<file path="config.mk">
export PLATFORM = sky130hd
export DESIGN_NAME = uart_rx_buffer_flat
export DESIGN_NICKNAME = d
export VERILOG_FILES = /design/src/rtl/uart_pkg.sv /design/src/rtl/uart_rx_buffer_if.sv /design/src/rtl/uart_sync_fifo.sv /design/src/rtl/uart_rx_buffer.sv /design/src/flat_wrapper.sv
export SDC_FILE = /design/constraint.sdc
export NUM_CORES = 1
export LEC_CHECK = 0
export CORE_MARGIN = 10
export CORE_UTILIZATION = 54
export CTS_BUF_LIST = sky130_fd_sc_hd__clkbuf_8 sky130_fd_sc_hd__clkbuf_16
export DETAILED_ROUTE_END_ITERATION = 7
export GPL_ROUTABILITY_DRIVEN = 1
export PLACE_DENSITY = 0.76
export SETUP_SLACK_MARGIN = 0.3
export SYNTH_ARGS = -nofsm -noshare
export SYNTH_HDL_FRONTEND = slang
export SYNTH_HIERARCHICAL = 1
export SYNTH_SLANG_ARGS = --single-unit
</file>
<file path="constraint.sdc">
create_clock -name clk -period 3.4 [get_ports clk]
set_clock_uncertainty 0.2 [all_clocks]
set_input_delay 0.51 -clock clk [delete_from_list [all_inputs] [get_ports clk]]
set_output_delay 0.51 -clock clk [all_outputs]
set_load 0.02 [all_outputs]
</file>
<file path="src/rtl/uart_pkg.sv">
// Shared UART constants: default byte width, receive buffer depth,
// stored-entry field positions and error counter width.
package uart_pkg;
   localparam int UART_DATA_W  = 8;
   localparam int RX_BUF_DEPTH = 8;
   localparam int ENT_DATA_LSB = 0;
   localparam int ENT_PAR      = 8;
   localparam int ENT_STOP     = 9;
   localparam int ERR_CNT_W    = 8;
endpackage

</file>
<file path="src/rtl/uart_rx_buffer_if.sv">
// Receiver-to-host bundle of uart_rx_buffer: frame capture inputs,
// FWFT read handshake and status. slave = buffer, master = env/host.
interface uart_rx_buffer_if
   import uart_pkg::*;
#(
   parameter int DATA_W = UART_DATA_W,
   parameter int ADDR_W = 3
);
   logic [DATA_W-1:0]    rx_data;
   logic                 rx_parity_err;
   logic                 rx_stop_err;
   logic                 rx_done;
   logic [DATA_W-1:0]    rd_data;
   logic                 rd_parity_err;
   logic                 rd_stop_err;
   logic                 rd_valid;
   logic                 rd_ready;
   logic [ADDR_W:0]      count;
   logic                 full;
   logic                 empty;
   logic                 overflow;
   logic                 clr_overflow;
   logic [ERR_CNT_W-1:0] err_cnt;

   modport slave (
      input  rx_data, rx_parity_err, rx_stop_err, rx_done,
      input  rd_ready, clr_overflow,
      output rd_data, rd_parity_err, rd_stop_err, rd_valid,
      output count, full, empty, overflow, err_cnt
   );

   modport master (
      output rx_data, rx_parity_err, rx_stop_err, rx_done,
      output rd_ready, clr_overflow,
      input  rd_data, rd_parity_err, rd_stop_err, rd_valid,
      input  count, full, empty, overflow, err_cnt
   );
endinterface

</file>
<file path="src/rtl/uart_sync_fifo.sv">
// Generic first-word-fall-through synchronous FIFO.
// Ports: push/din write, pop/dout read head, count/full/empty status.
module uart_sync_fifo #(
   parameter int WIDTH  = 10,
   parameter int DEPTH  = 8,
   parameter int ADDR_W = 3
) (
   input  logic              clk,
   input  logic              reset,
   input  logic              push,
   input  logic              pop,
   input  logic [WIDTH-1:0]  din,
   output logic [WIDTH-1:0]  dout,
   output logic [ADDR_W:0]   count,
   output logic              full,
   output logic              empty
);
   localparam logic [ADDR_W:0] FULL_CNT = (ADDR_W+1)'(DEPTH);

   logic [WIDTH-1:0]  mem [DEPTH];
   logic [ADDR_W-1:0] wr_ptr;
   logic [ADDR_W-1:0] rd_ptr;
   logic              do_push;
   logic              do_pop;

   assign full    = (count == FULL_CNT);
   assign empty   = (count == '0);
   assign do_pop  = pop & ~empty;
   // a full FIFO still takes a write when the head leaves this cycle
   assign do_push = push & (~full | do_pop);
   assign dout    = empty ? '0 : mem[rd_ptr];

   always_ff @(posedge clk) begin
      if (do_push) mem[wr_ptr] <= din;
   end

   always_ff @(posedge clk or negedge reset) begin
      if (!reset) begin
         wr_ptr <= '0;
         rd_ptr <= '0;
         count  <= '0;
      end else begin
         if (do_push) wr_ptr <= wr_ptr + 1'b1;
         if (do_pop)  rd_ptr <= rd_ptr + 1'b1;
         unique case ({do_push, do_pop})
            2'b10:   count <= count + 1'b1;
            2'b01:   count <= count - 1'b1;
            default: count <= count;
         endcase
      end
   end
endmodule

</file>
<file path="src/rtl/uart_rx_buffer.sv">
// UART receive buffer: one FIFO write per rx_done rising edge, overflow
// and error statistics. Ports: clk, reset (async low), bus (slave).
module uart_rx_buffer
   import uart_pkg::*;
#(
   parameter int DATA_W   = UART_DATA_W,
   parameter int DEPTH    = RX_BUF_DEPTH,
   parameter int ADDR_W   = 3,
   parameter int DROP_ERR = 0
) (
   input  logic             clk,
   input  logic             reset,
   uart_rx_buffer_if.slave  bus
);
   logic                 done_q;
   logic                 armed;
   logic                 wr_req;
   logic                 err_frame;
   logic                 drop;
   logic                 push;
   logic                 lost;
   logic                 ovf;
   logic [ERR_CNT_W-1:0] errs;
   logic [DATA_W+1:0]    din;
   logic [DATA_W+1:0]    dout;

   // armed blocks the first cycle after reset so a held rx_done is
   // only seen as a new frame after it falls and rises again
   assign wr_req    = bus.rx_done & ~done_q & armed;
   assign err_frame = bus.rx_parity_err | bus.rx_stop_err;
   assign drop      = (DROP_ERR != 0) & err_frame;
   assign push      = wr_req & ~drop;
   assign lost      = push & bus.full & ~bus.rd_ready;
   assign din       = {bus.rx_stop_err, bus.rx_parity_err, bus.rx_data};

   uart_sync_fifo #(
      .WIDTH  (DATA_W + 2),
      .DEPTH  (DEPTH),
      .ADDR_W (ADDR_W)
   ) u_fifo (
      .clk   (clk),
      .reset (reset),
      .push  (push),
      .pop   (bus.rd_ready),
      .din   (din),
      .dout  (dout),
      .count (bus.count),
      .full  (bus.full),
      .empty (bus.empty)
   );

   assign bus.rd_valid      = ~bus.empty;
   assign bus.rd_data       = dout[DATA_W-1:0];
   assign bus.rd_parity_err = dout[DATA_W];
   assign bus.rd_stop_err   = dout[DATA_W+1];
   assign bus.overflow      = ovf;
   assign bus.err_cnt       = errs;

   always_ff @(posedge clk or negedge reset) begin
      if (!reset) begin
         done_q <= 1'b0;
         armed  <= 1'b0;
         ovf    <= 1'b0;
         errs   <= '0;
      end else begin
         done_q <= bus.rx_done;
         armed  <= 1'b1;
         if (lost)                  ovf <= 1'b1;
         else if (bus.clr_overflow) ovf <= 1'b0;
         if (wr_req & err_frame & ~&errs)
            errs <= errs + 1'b1;
      end
   end
endmodule

</file>
<file path="src/flat_wrapper.sv">
// flat-port wrapper written by rule: the top's interface ports become plain ports
module uart_rx_buffer_flat import uart_pkg::*;
#(
   parameter int DATA_W   = UART_DATA_W,
   parameter int DEPTH    = RX_BUF_DEPTH,
   parameter int ADDR_W   = 3,
   parameter int DROP_ERR = 0
)
  (clk, reset, bus_rx_data, bus_rx_parity_err, bus_rx_stop_err, bus_rx_done, bus_rd_ready, bus_clr_overflow, bus_rd_data, bus_rd_parity_err, bus_rd_stop_err, bus_rd_valid, bus_count, bus_full, bus_empty, bus_overflow, bus_err_cnt);
  uart_rx_buffer_if #(.DATA_W(DATA_W), .ADDR_W(ADDR_W)) bus_i ();
  input  logic clk;
  input  logic reset;
  input wire logic [$bits(bus_i.rx_data)-1:0] bus_rx_data;
  input wire logic [$bits(bus_i.rx_parity_err)-1:0] bus_rx_parity_err;
  input wire logic [$bits(bus_i.rx_stop_err)-1:0] bus_rx_stop_err;
  input wire logic [$bits(bus_i.rx_done)-1:0] bus_rx_done;
  input wire logic [$bits(bus_i.rd_ready)-1:0] bus_rd_ready;
  input wire logic [$bits(bus_i.clr_overflow)-1:0] bus_clr_overflow;
  output wire logic [$bits(bus_i.rd_data)-1:0] bus_rd_data;
  output wire logic [$bits(bus_i.rd_parity_err)-1:0] bus_rd_parity_err;
  output wire logic [$bits(bus_i.rd_stop_err)-1:0] bus_rd_stop_err;
  output wire logic [$bits(bus_i.rd_valid)-1:0] bus_rd_valid;
  output wire logic [$bits(bus_i.count)-1:0] bus_count;
  output wire logic [$bits(bus_i.full)-1:0] bus_full;
  output wire logic [$bits(bus_i.empty)-1:0] bus_empty;
  output wire logic [$bits(bus_i.overflow)-1:0] bus_overflow;
  output wire logic [$bits(bus_i.err_cnt)-1:0] bus_err_cnt;
  assign bus_i.rx_data = bus_rx_data;
  assign bus_i.rx_parity_err = bus_rx_parity_err;
  assign bus_i.rx_stop_err = bus_rx_stop_err;
  assign bus_i.rx_done = bus_rx_done;
  assign bus_i.rd_ready = bus_rd_ready;
  assign bus_i.clr_overflow = bus_clr_overflow;
  assign bus_rd_data = bus_i.rd_data;
  assign bus_rd_parity_err = bus_i.rd_parity_err;
  assign bus_rd_stop_err = bus_i.rd_stop_err;
  assign bus_rd_valid = bus_i.rd_valid;
  assign bus_count = bus_i.count;
  assign bus_full = bus_i.full;
  assign bus_empty = bus_i.empty;
  assign bus_overflow = bus_i.overflow;
  assign bus_err_cnt = bus_i.err_cnt;
  uart_rx_buffer #(.DATA_W(DATA_W), .DEPTH(DEPTH), .ADDR_W(ADDR_W), .DROP_ERR(DROP_ERR)) u_core (.clk(clk), .reset(reset), .bus(bus_i));
endmodule
</file>
# --- Word level (Yosys, flattened, before mapping) ---
# Memories as Yosys holds them, arrays and structs flattened.
# Index checks and enable logic that the tools add are counted.
word_totals:
  regBits: 21
  mem_bits_rw: 80
  latch_bits: 0
  rom_bits: 0
  input_bits: 15
  mem_count: 1
classes:
  n_bitwise: 14
  div: 0
  eq_ne: 3
  n_lt_le_gt_ge: 0
  muxes: 6
  multipliers: 0
  shifts: 0
  addsub: 5
  n_reduce_logical: 5
memory_table:
  columns: ["name", "words", "width", "rd", "rd_clocked_by_memory_dff", "write_ports", "line_no", "source"]
  rows:
  - ["u_core.u_fifo.mem", 8, 10, 1, 0, 1, "uart_sync_fifo.sv:20", "logic [WIDTH-1:0] mem [DEPTH];"]
op_table:
  columns: ["cell", "n"]
  rows:
  - ["10-bit two-way mux", 1]
  - ["8-bit by 1-bit adder with 8-bit output (second input constant)", 1]
  - ["1-bit bitwise AND", 8]
  - ["4-bit case mux with 2 select lines", 1]
  - ["8-bit AND reduction", 1]
  - ["3-bit by 1-bit adder with 3-bit output (second input constant)", 2]
  - ["4-bit by 1-bit adder with 4-bit output (second input constant)", 1]
  - ["4-bit equality test (second input constant)", 1]
  - ["4-bit logical NOT", 1]
  - ["1-bit two-way mux", 4]
  - ["1-bit inverter", 4]
  - ["2-bit nonzero test", 2]
  - ["4-bit by 1-bit subtractor with 4-bit output (second input constant)", 1]
  - ["2-bit by 1-bit equality test with 1-bit output (second input constant)", 1]
  - ["2-bit equality test (second input constant)", 1]
  - ["1-bit OR", 2]
  - ["1-bit logical NOT", 1]

# --- Longest topological paths before layout ---
depth:
  ltp_word: 7
  depth_mapped: 11
  mapped_depth_nobuf: 10

# --- Cells and area by module ---
# Netlist, hierarchy kept.
modules_own_cells:
  columns: ["mod", "area_each_um2", "n_inst", "cells_each"]
  rows:
  - ["uart_sync_fifo", 3742.3, 1, 210]
  - ["uart_rx_buffer", 539.3, 1, 47]

# --- Worst setup path after synthesis ---
# Ideal clock, no wire load.
synth_path:
  kind: "input port to flip-flop"
  from: "in bus_rx_done"
  to: "mem u_core.u_fifo.mem[0][0], enable pin"
  path_buffers: 1
  setup_time_ns: 0.390
  required_ns: 2.810
  cell_stages: 7
  setup_slack_ns: 0.710
  t_arrival_ns: 2.100
  path_cell_list: "nand3b_4 inv_1 buf_2 inv_1 a31oi_1 nand2b_1 nor3_1"
synth_between:
  elab_chain_cells: 5
synth_rtl:
  columns: ["item", "line_no", "source"]
  rows:
  - ["start, declared", "flat_wrapper.sv:16", "input wire logic [$bits(bus_i.rx_done)-1:0] bus_rx_done;"]
  - ["1-bit bitwise AND (2 in series)", "uart_rx_buffer.sv:29", "assign wr_req = bus.rx_done & ~done_q & armed;"]
  - ["named net u_core.push", "uart_rx_buffer.sv:20", "logic push;"]
  - ["1-bit bitwise AND", "uart_sync_fifo.sv:30", "assign do_push = push & (~full | do_pop);"]
  - ["1-bit two-way mux", "uart_sync_fifo.sv:34", "if (do_push) mem[wr_ptr] <= din;"]
  - ["1-bit two-way mux (not written as such)", "uart_sync_fifo.sv:34", null]
  - ["end, declared", "uart_sync_fifo.sv:20", null]
# The timed path passes the listed nets, and every way through them passes these cells.

# --- Worst setup path after layout ---
layout_path:
  from: "reg u_core.u_fifo.rd_ptr[0]"
  to: "out bus_rd_data[4]"
layout_between:
  elab_chain_cells: 2
layout_rtl:
  columns: ["item", "line_no", "source"]
  rows:
  - ["start, declared", "uart_sync_fifo.sv:22", "logic [ADDR_W-1:0] rd_ptr;"]
  - ["start signal, assigned", "uart_sync_fifo.sv:44", "if (do_pop) rd_ptr <= rd_ptr + 1'b1;"]
  - ["memory read 8 x 10 bit", null, null]
  - ["10-bit two-way mux", "uart_sync_fifo.sv:31", "assign dout = empty ? '0 : mem[rd_ptr];"]
  - ["end, declared", "flat_wrapper.sv:19", "output wire logic [$bits(bus_i.rd_data)-1:0] bus_rd_data;"]
# Every way passes these cells.

==> metrics.cfg <==
[timing]
relSlewSlack_pct=35.9
rsz0062_at_grt=false
period_minus_slack_ps=2980
max_freq_mhz=336
maxSlewViolCount=0
fin_crit_sh_pct=87.5
finalSetupTns_ps=0
worst_slack_ps=424
worst_pin_slew_ps=958
hold_violations=0
report.final.setup_viol=0

[power_and_ir_drop]
leakage_nw=1.84
p_per_area_nw_per_um2=760
ir_drop_uv=446

[yosys]
synth_top_area_share_pct=56.1
synth_ff_type=edfxtp_1
avgSynthCellArea_um2=16.7
ys_types=44
synth_seq_cells=101
synthArstFlopShare_pct=20.8
yosysSeqAreaShare_pct=68.4
synthCells=257
yosys.area.top_type=edfxtp_1
ys_warn_count=6
synth_area_um2=4280
syn_nets=278
synthTopCellsByArea=edfxtp_1, dfrtp_1, mux4_2, mux2i_1, nor2_1
synth_edf_count=80

[routing]
routed_via_density=5.59
drc=0
detail-route-antenna-nets=0
drt_iter0_markers=196
totalWireLength_mm=7.99
dr.pass1.iters=4
num_vias=2365
routedWlPerCell_um=18.9

[setup_path]
crit_buf_inv=2
arrival_ps=2270
critical_path.startpoint_type=flop
worst_path_dominant_cell_family=buffers and inverters
cpPeakStageDelay_ps=540
crit_type=reg2out
cp_max_fo=22
cp.required_ps=2690
cp_cell_sequence=buf_12 > mux4_2 > mux2i_1 > nor2_1 > clkdlybuf4s50_1
reg2reg_depth=8
worst_path_max_delay_cell=clkdlybuf4s50_1
cp-end-kind=primary output
cp_num_cells=5

[global_routing]
grt_max_degree=23
grt_antenna_before_repair=0
grt_overflow=0
grt_pass1_wl_mm=13.1
grt_pass1_vias=2502
grtUsageTotal_pct=14.5

[floorplanning]
dieHeight_um=109
die_area_um2=11900
core_region_area_um2=7730
start_util_pct=55.4
rows=32
dieWidth_um=109
ios=41

[cts]
cts_tree=yes
htreeDepth=3
cts_buffers=9
clkLatencyLatePin_ps=350
cts.clk_slew.worst_paths_ps=90
cts_max_path_buffers=2
cts_setup_buffers=0
cts_hold_buf=0
cts_resized=1
clock-root-buffer=clkbuf_8
cts.sinks=101

[min_path]
hold_path_class=reg2reg
whs_path_depth=2

[place]
place_ws_ps=529
post_dp_cell_area_um2=4900
numPortBuffers=40
place.gp.congestion=0.810
post-dp-hpwl_mm=5.66

[flow_run]
drv_cap=0

[final_layout]
fin_nets=337
nFillCells=520
mostFrequentLayoutCells=edfxtp_1, clkdlybuf4s50_1, nor2_1, dfrtp_1, mux4_2
n_antenna_cell=0
layout_commonest_cell=edfxtp_1
fin_area_um2=5100
drive_gt1_share_pct=20.6
syn_to_final_growth_pct=19.2

[status]
status=complete, no violations

state kept, by name (all words and copies together), names as in the netlist:
signal                cells
u_core/u_fifo/mem        80
u_core/bus.err_cnt        8
u_core/u_fifo/count       4
u_core/u_fifo/rd_ptr      3
u_core/u_fifo/wr_ptr      3
u_core/armed              1
u_core/bus.overflow       1
u_core/done_q             1
area by class of cell:
type / instances / area, µm² / area share, %
clock buffers: 9 / 124 / 2.43
clock inverters: 7 / 71.3 / 1.40
inverters: 11 / 46.3 / 0.907
multi-input cells: 136 / 1260 / 24.7
flip-flops and latches: 101 / 2930 / 57.4
well taps: 102 / 128 / 2.50
repair buffers: 57 / 543 / 10.6
worst paths after layout:
check | startpoint | endpoint | slack (ps)
max reg2reg | u_core/u_fifo/count[0]$_DFFE_PN0P_ | u_core/u_fifo/count[2]$_DFFE_PN0P_ | 830
min reg2reg | u_core/u_fifo/wr_ptr[0]$_DFFE_PN0P_ | u_core/u_fifo/wr_ptr[0]$_DFFE_PN0P_ | 340
max | u_core/u_fifo/rd_ptr[0]$_DFFE_PN0N_ | bus_rd_data[4] | 420
max in group asynchronous | reset | u_core/u_fifo/rd_ptr[1]$_DFFE_PN0N_ | 1830
min in group asynchronous | reset | u_core/done_q$_DFF_PN0_ | 480
min | u_core/u_fifo/wr_ptr[0]$_DFFE_PN0P_ | u_core/u_fifo/wr_ptr[0]$_DFFE_PN0P_ | 340
logic make-up after synthesis:
family	count (synthesis)	share of synthesized area (%)
buf+inv	20	2.19
flops	101	68.4
simple gates	65	8.18
compound gates	22	3.54
fa+ha+maj	6	1.93
xor+xnor	6	1.23
mux	36	14.5
other cells	1	0.0876
per-stage QoR:
stage | utilization [%] | instances | hold WS [ps] | total power, mW
CTS | 66.0 | 423 | 341 | 3.92
detailed placement | 63.4 | 407 | 322 | 3.19
floorplan | - | 257 | 14.4 | 2.60
finish | 66.0 | 423 | 344 | 3.88
global placement | 63.4 | 407 | 307 | 3.14
global route | 66.0 | 423 | 371 | 4.11
routing by layer:
layer	vias up	track usage (%)	share of wire, %
met4	0	5.46	1.5
met1	1187	18.0	42
li1	1106	-	-
met5	-	0	0
met2	63	24.2	52
met3	9	3.30	4.8
worst reg2reg max path, stage by stage (launching register included):
cell and delay (ps):
dfrtp_1 500, or4_4 580, nand3_2 130, inv_1 80, ha_1 320, xnor2_1 290
a31oi_1 140, o22ai_1 170, a21o_1 110
synth_stat cells (2+ instances only):
master / number
a31oi_1: 3
a21oi_1: 6
nand3_2: 2
nand3_1: 8
nand2_1: 12
nor3_1: 7
inv_1: 10
mux2i_1: 12
mux2_2: 2
o22ai_1: 2
edfxtp_1: 80
ha_1: 5
a211oi_2: 2
mux4_2: 20
nand2b_1: 6
nor2_1: 20
clkbuf_1: 3
buf_2: 5
xnor2_1: 6
or3_1: 2
dfrtp_1: 21
power breakdown:
group / total (mW) / leakage [nW] / switching, mW / internal (mW)
Clock: 0.737 / 0.0937 / 0.395 / 0.341
Sequential: 1.65 / 0.983 / 0.196 / 1.45
Combinational: 1.49 / 0.759 / 0.714 / 0.779
Total: 3.88 / 1.84 / 1.31 / 2.57
Power figures use the tool's default switching activity.
